**src/rtl/sync_fifo_param.sv**
```systemverilog
// Single-clock FIFO with registered read data, occupancy count and threshold flags.
// Define SYNC_FIFO_ERR_FLAGS_EN to enable the sticky overflow/underflow flags.
module sync_fifo_param #(
  parameter int DATA_W   = 8,
  parameter int DEPTH    = 16,
  parameter int AF_LEVEL = DEPTH - 2,
  parameter int AE_LEVEL = 2
) (
  input  logic                       clk,
  input  logic                       rstn,
  input  logic                       push,
  input  logic [DATA_W-1:0]          din,
  input  logic                       pop,
  output logic [DATA_W-1:0]          dout,
  output logic                       empty,
  output logic                       full,
  output logic                       almost_empty,
  output logic                       almost_full,
  output logic [$clog2(DEPTH):0]     count,
  input  logic                       err_clr,
  output logic                       overflow,
  output logic                       underflow
);

  localparam int AW = $clog2(DEPTH);
  localparam int CW = AW + 1;
  localparam logic [CW-1:0] DEPTH_CNT = CW'(DEPTH);
  localparam logic [CW-1:0] AF_CNT    = CW'(AF_LEVEL);
  localparam logic [CW-1:0] AE_CNT    = CW'(AE_LEVEL);

  logic [DATA_W-1:0] r_mem [DEPTH];
  logic [AW-1:0]     r_wrPtr;
  logic [AW-1:0]     r_rdPtr;
  logic [CW-1:0]     r_count;
  logic [DATA_W-1:0] r_dout;

  logic w_empty;
  logic w_full;
  logic w_pushOk;
  logic w_popOk;

  // Acceptance is judged from the pre-edge occupancy only, independently per side.
  assign w_empty  = (r_count == '0);
  assign w_full   = (r_count == DEPTH_CNT);
  assign w_pushOk = push & ~w_full;
  assign w_popOk  = pop & ~w_empty;

  // Storage has no reset; stale words are unreachable once the pointers are cleared.
  always_ff @(posedge clk) begin
    if (w_pushOk) begin
      r_mem[r_wrPtr] <= din;
    end
  end

  always_ff @(posedge clk or negedge rstn) begin
    if (!rstn) begin
      r_wrPtr <= '0;
      r_rdPtr <= '0;
      r_count <= '0;
      r_dout  <= '0;
    end else begin
      if (w_pushOk) begin
        r_wrPtr <= r_wrPtr + AW'(1);
      end
      if (w_popOk) begin
        r_rdPtr <= r_rdPtr + AW'(1);
        r_dout  <= r_mem[r_rdPtr];
      end
      case ({w_pushOk, w_popOk})
        2'b10:   r_count <= r_count + CW'(1);
        2'b01:   r_count <= r_count - CW'(1);
        default: r_count <= r_count;
      endcase
    end
  end

  assign dout         = r_dout;
  assign count        = r_count;
  assign empty        = w_empty;
  assign full         = w_full;
  assign almost_empty = (r_count <= AE_CNT);
  assign almost_full  = (r_count >= AF_CNT);

`ifdef SYNC_FIFO_ERR_FLAGS_EN
  logic r_overflow;
  logic r_underflow;

  // A new rejection in the same cycle as err_clr wins, so no event is lost.
  always_ff @(posedge clk or negedge rstn) begin
    if (!rstn) begin
      r_overflow  <= 1'b0;
      r_underflow <= 1'b0;
    end else begin
      if (push && w_full) begin
        r_overflow <= 1'b1;
      end else if (err_clr) begin
        r_overflow <= 1'b0;
      end
      if (pop && w_empty) begin
        r_underflow <= 1'b1;
      end else if (err_clr) begin
        r_underflow <= 1'b0;
      end
    end
  end

  assign overflow  = r_overflow;
  assign underflow = r_underflow;
`else
  logic w_unusedErrClr;

  assign w_unusedErrClr = err_clr;
  assign overflow       = 1'b0;
  assign underflow      = 1'b0;
`endif

endmodule

```
**config.mk**
```make
export PLATFORM = sky130hd
export DESIGN_NAME = sync_fifo_param
export DESIGN_NICKNAME = d
export VERILOG_FILES = /design/src/rtl/sync_fifo_param.sv
export SDC_FILE = /design/constraint.sdc
export NUM_CORES = 1
export LEC_CHECK = 0
export BUFFER_PORTS_ARGS = -buffer_cell sky130_fd_sc_hd__buf_4
export CORE_MARGIN = 4
export CORE_UTILIZATION = 40
export DETAILED_ROUTE_END_ITERATION = 6
export GPL_TIMING_DRIVEN = 0
export MAX_ROUTING_LAYER = met4
export PLACE_DENSITY_LB_ADDON = 0.15
export RECOVER_POWER = 100
export SYNTH_ARGS = -nofsm -noshare
export SYNTH_HDL_FRONTEND = slang
export SYNTH_SLANG_ARGS = --single-unit
```
**constraint.sdc**
```tcl
create_clock -name clk -period 3.3 [get_ports clk]
set_clock_uncertainty 0.1 [all_clocks]
set_input_delay 0.825 -clock clk [delete_from_list [all_inputs] [get_ports clk]]
set_output_delay 0.825 -clock clk [all_outputs]
set_load 0.01 [all_outputs]
```
==> results_dict.tcl <==
set metrics [dict create \
    syn_area_per_cell_sq_um 18.6 \
    worstSetupEndpointType "flip-flop" \
    m1WireLength_um 5390 \
    cts_sinks 149 \
    antenna_found_initial 0 \
    hp-start "dout[2]$_DFFE_PN0P_" \
    r2r_start "count[3]$_DFFE_PN0P_" \
    initial_utilization 0.410 \
    synth_edf_count 128 \
    fmax_mhz 317 \
    critical_path.startpoint_type "flip-flop" \
    hold_ws_ps 382 \
    path_clk_slew_ps 60 \
    numCtsBuffers 17 \
    fin_area_sq_um 6960 \
    grt_pass1_wl_um 18400 \
    placed_cells 533 \
    viasPerCell 5.16 \
    syn_to_final_growth_pct 16.8 \
    cp_top_family "simple AND/OR/NAND/NOR gates" \
    slowest_stage "dfrtp_1" \
    postCtsHoldBufs 0 \
    worstReg2RegEnd "count[4]$_DFFE_PN0P_" \
    drt_first_pass_iters 4 \
    clock_tree.buffer_depth 2 \
    drtIter0Drc 226 \
    min_path_cells 2 \
    cap_violations 0 \
    nets 392 \
    cpPeakStageDelay_ps 450 \
    dieHeight_um 130 \
    grt_util_all_layers 0.159 \
    synthTopCellsByCount "edfxtp_1 (128), mux4_2 (33), nand2_1 (28), dfrtp_1 (21), nor2_1 (12)" \
    reg2reg_depth 11 \
    fin_setup_tns_ps 0 \
    synth_top_area_share 0.645 \
    numPortBuffers 28 \
    critical_path_arrival_ps 3360 \
    holdPathEnd "dout[2]$_DFFE_PN0P_" \
    syn_inst 320 \
    reg2reg_slack_ps 150 \
    placed_area_sq_um 6420 \
    top_layer "met4" \
    seq_area_frac_synth 0.733 \
    async_flop_share 0.141 \
    path_depth 11 \
    irDropWorstVdd_v 0.000383 \
    ys_warn_count 0 \
    wirelength_um 11900 \
    core-area_sq_um 14500 \
    worstHoldPathType "reg -> reg" \
    path_buf_inv 1 \
    layout_setup_ws_ps 149 \
    yosysUniqueCellTypes 32 \
    tightest_slew_ps 1290 \
    pre_cts_ws_ps -193 \
    relSlewSlack 0.142 \
    grt_max_degree 22 \
    setup_viol 0 \
    post-dp-hpwl_um 7530 \
    yosys_register_bits 149 \
    num_rows 44 \
    cts_tree "built" \
    overflow 0 \
    fin_crit_ps 3150 \
    antenna_cells 0 \
    yosysTopAreaCell "edfxtp_1" \
    synth_most_common_cell "edfxtp_1" \
    crit_type "reg -> reg" \
    clk-insertion-delay-late_ps 420 \
    wl_met3_um 536 \
    wl_met2_um 5820 \
    htree_levels 4 \
    num_vias 2913 \
    io_pins 32 \
    drtAntennaViolNets 0 \
    layout_worst_path_cycle_share 0.955 \
    nFillCells 1277 \
    drv_slew 0 \
    die_w_um 130 \
    synth_area_sq_um 5960 \
    drive_above_1_share 0.242 \
    cts_root_buffer "clkbuf_16" \
    fin_util 0.479 \
    synthTopCellsByArea "edfxtp_1 (65%), mux4_2 (12%), dfrtp_1 (8.8%)" \
    die_area_sq_um 16900 \
    crit_chain "or3_1 > or3_4 > nand2_8 > clkinvlp_4 > ha_2 > ha_1 > nor2b_1 > o21ai_1 > a21oi_1 > or3b_2 > xnor2_1" \
    synthFlopType "edfxtp_1" \
    hold_violations 0 \
    drc 0 \
    fin_cells 564 \
    wl_per_cell_um 21.2 \
    power_density_nw_per_um2 887 \
    gp_congestion 0.737 \
    status "complete, no violations" \
    grt_pass1_vias 3118 \
    cp.required_ps 3510 \
    total_power_mw 6.18 \
    p_leak_nw 2.37 \
    cp_max_fo 8 \
]
logic make-up (layout without fill, tap and decap cells):
group / after synthesis / in the layout / synth area share
flops: 149 / 149 / 0.733
simple gates: 57 / 57 / 0.0424
mux: 42 / 42 / 0.140
buf+inv: 28 / 87 / 0.0216
compound gates: 23 / 23 / 0.0248
fa+ha+maj: 10 / 10 / 0.0223
xor+xnor: 10 / 10 / 0.0147
other cells: 1 / 2 / 0.000630
layout by cell type, fill, tap and decap left out, types with 2 or more instances in the layout:
master      Yosys  routed
edfxtp_1      128     128
mux4_2         33      33
nand2_1        28      27
clkbuf_1        4      26
dfrtp_1        21      20
clkbuf_16       0      17
buf_4           4      14
nor2_1         12      12
o21ai_0        11      10
inv_1          10       9
mux2i_1         8       8
xnor2_1         8       8
ha_1            9       8
o221ai_1        7       7
buf_2           7       6
nor3_2          0       4
buf_1           3       3
nand2b_1        3       3
a21oi_1         3       3
bufinv_16       0       3
clkinv_1        0       3
clkinvlp_4      0       2
xor2_1          2       2
nand4_1         2       2
conb_1          1       2
clkinv_4        0       2
clkinv_2        0       2
timing repair:
action,4_1_cts,5_1_grt
pin swaps,0,1
setup buffers,0,2
endpoints found under the setup margin,1,1
resized for setup,4,6
where the power goes:
| part | internal, mW | total, mW | switching (mW) |
|---|---|---|---|
| Clock | 1.17 | 1.88 | 0.712 |
| Sequential | 2.35 | 2.49 | 0.140 |
| Combinational | 0.807 | 1.80 | 0.998 |
| Total | 4.33 | 6.18 | 1.85 |
area by class of cell:
| cell class | count | area [sq um] | area share |
|---|---|---|---|
| well taps | 184 | 230 | 0.0331 |
| repair buffers | 30 | 150 | 0.0216 |
| inverters | 10 | 41.3 | 0.00593 |
| clock buffers | 19 | 433 | 0.0622 |
| flip-flops and latches | 149 | 4370 | 0.628 |
| plain buffers | 17 | 86.3 | 0.0124 |
| multi-input cells | 144 | 1510 | 0.217 |
| clock inverters | 11 | 136 | 0.0196 |
layer usage:
layer,GRT usage,vias up
met5,-,-
met4,0.0587,0
met3,0.0360,15
met2,0.247,69
met1,0.207,1490
li1,-,1339
worst min-delay path, cell delays in order (launching register included):
cell,delay (ps)
dfrtp_1,340
nand2_1,40
o21ai_0,60
worst max path at each step:
| stage | slack [ps] | startpoint | to |
|---|---|---|---|
| finish | 150 | count[3]$_DFFE_PN0P_ | count[4]$_DFFE_PN0P_ |
| detailed placement | -190 | count[4]$_DFFE_PN0P_ | count[4]$_DFFE_PN0P_ |
| global placement | -160 | count[4]$_DFFE_PN0P_ | count[4]$_DFFE_PN0P_ |
| floorplan | 180 | count[4]$_DFFE_PN0P_ | count[4]$_DFFE_PN0P_ |
| CTS | 60 | count[4]$_DFFE_PN0P_ | count[4]$_DFFE_PN0P_ |
| global route | -0.8 | count[3]$_DFFE_PN0P_ | count[4]$_DFFE_PN0P_ |
sequential cells by signal, summed over array words and instances (netlist names):
name and count:
r_mem 128, dout 8, count 5, r_rdPtr 4, r_wrPtr 4
No activity file was read; power rests on OpenSTA's default activity.
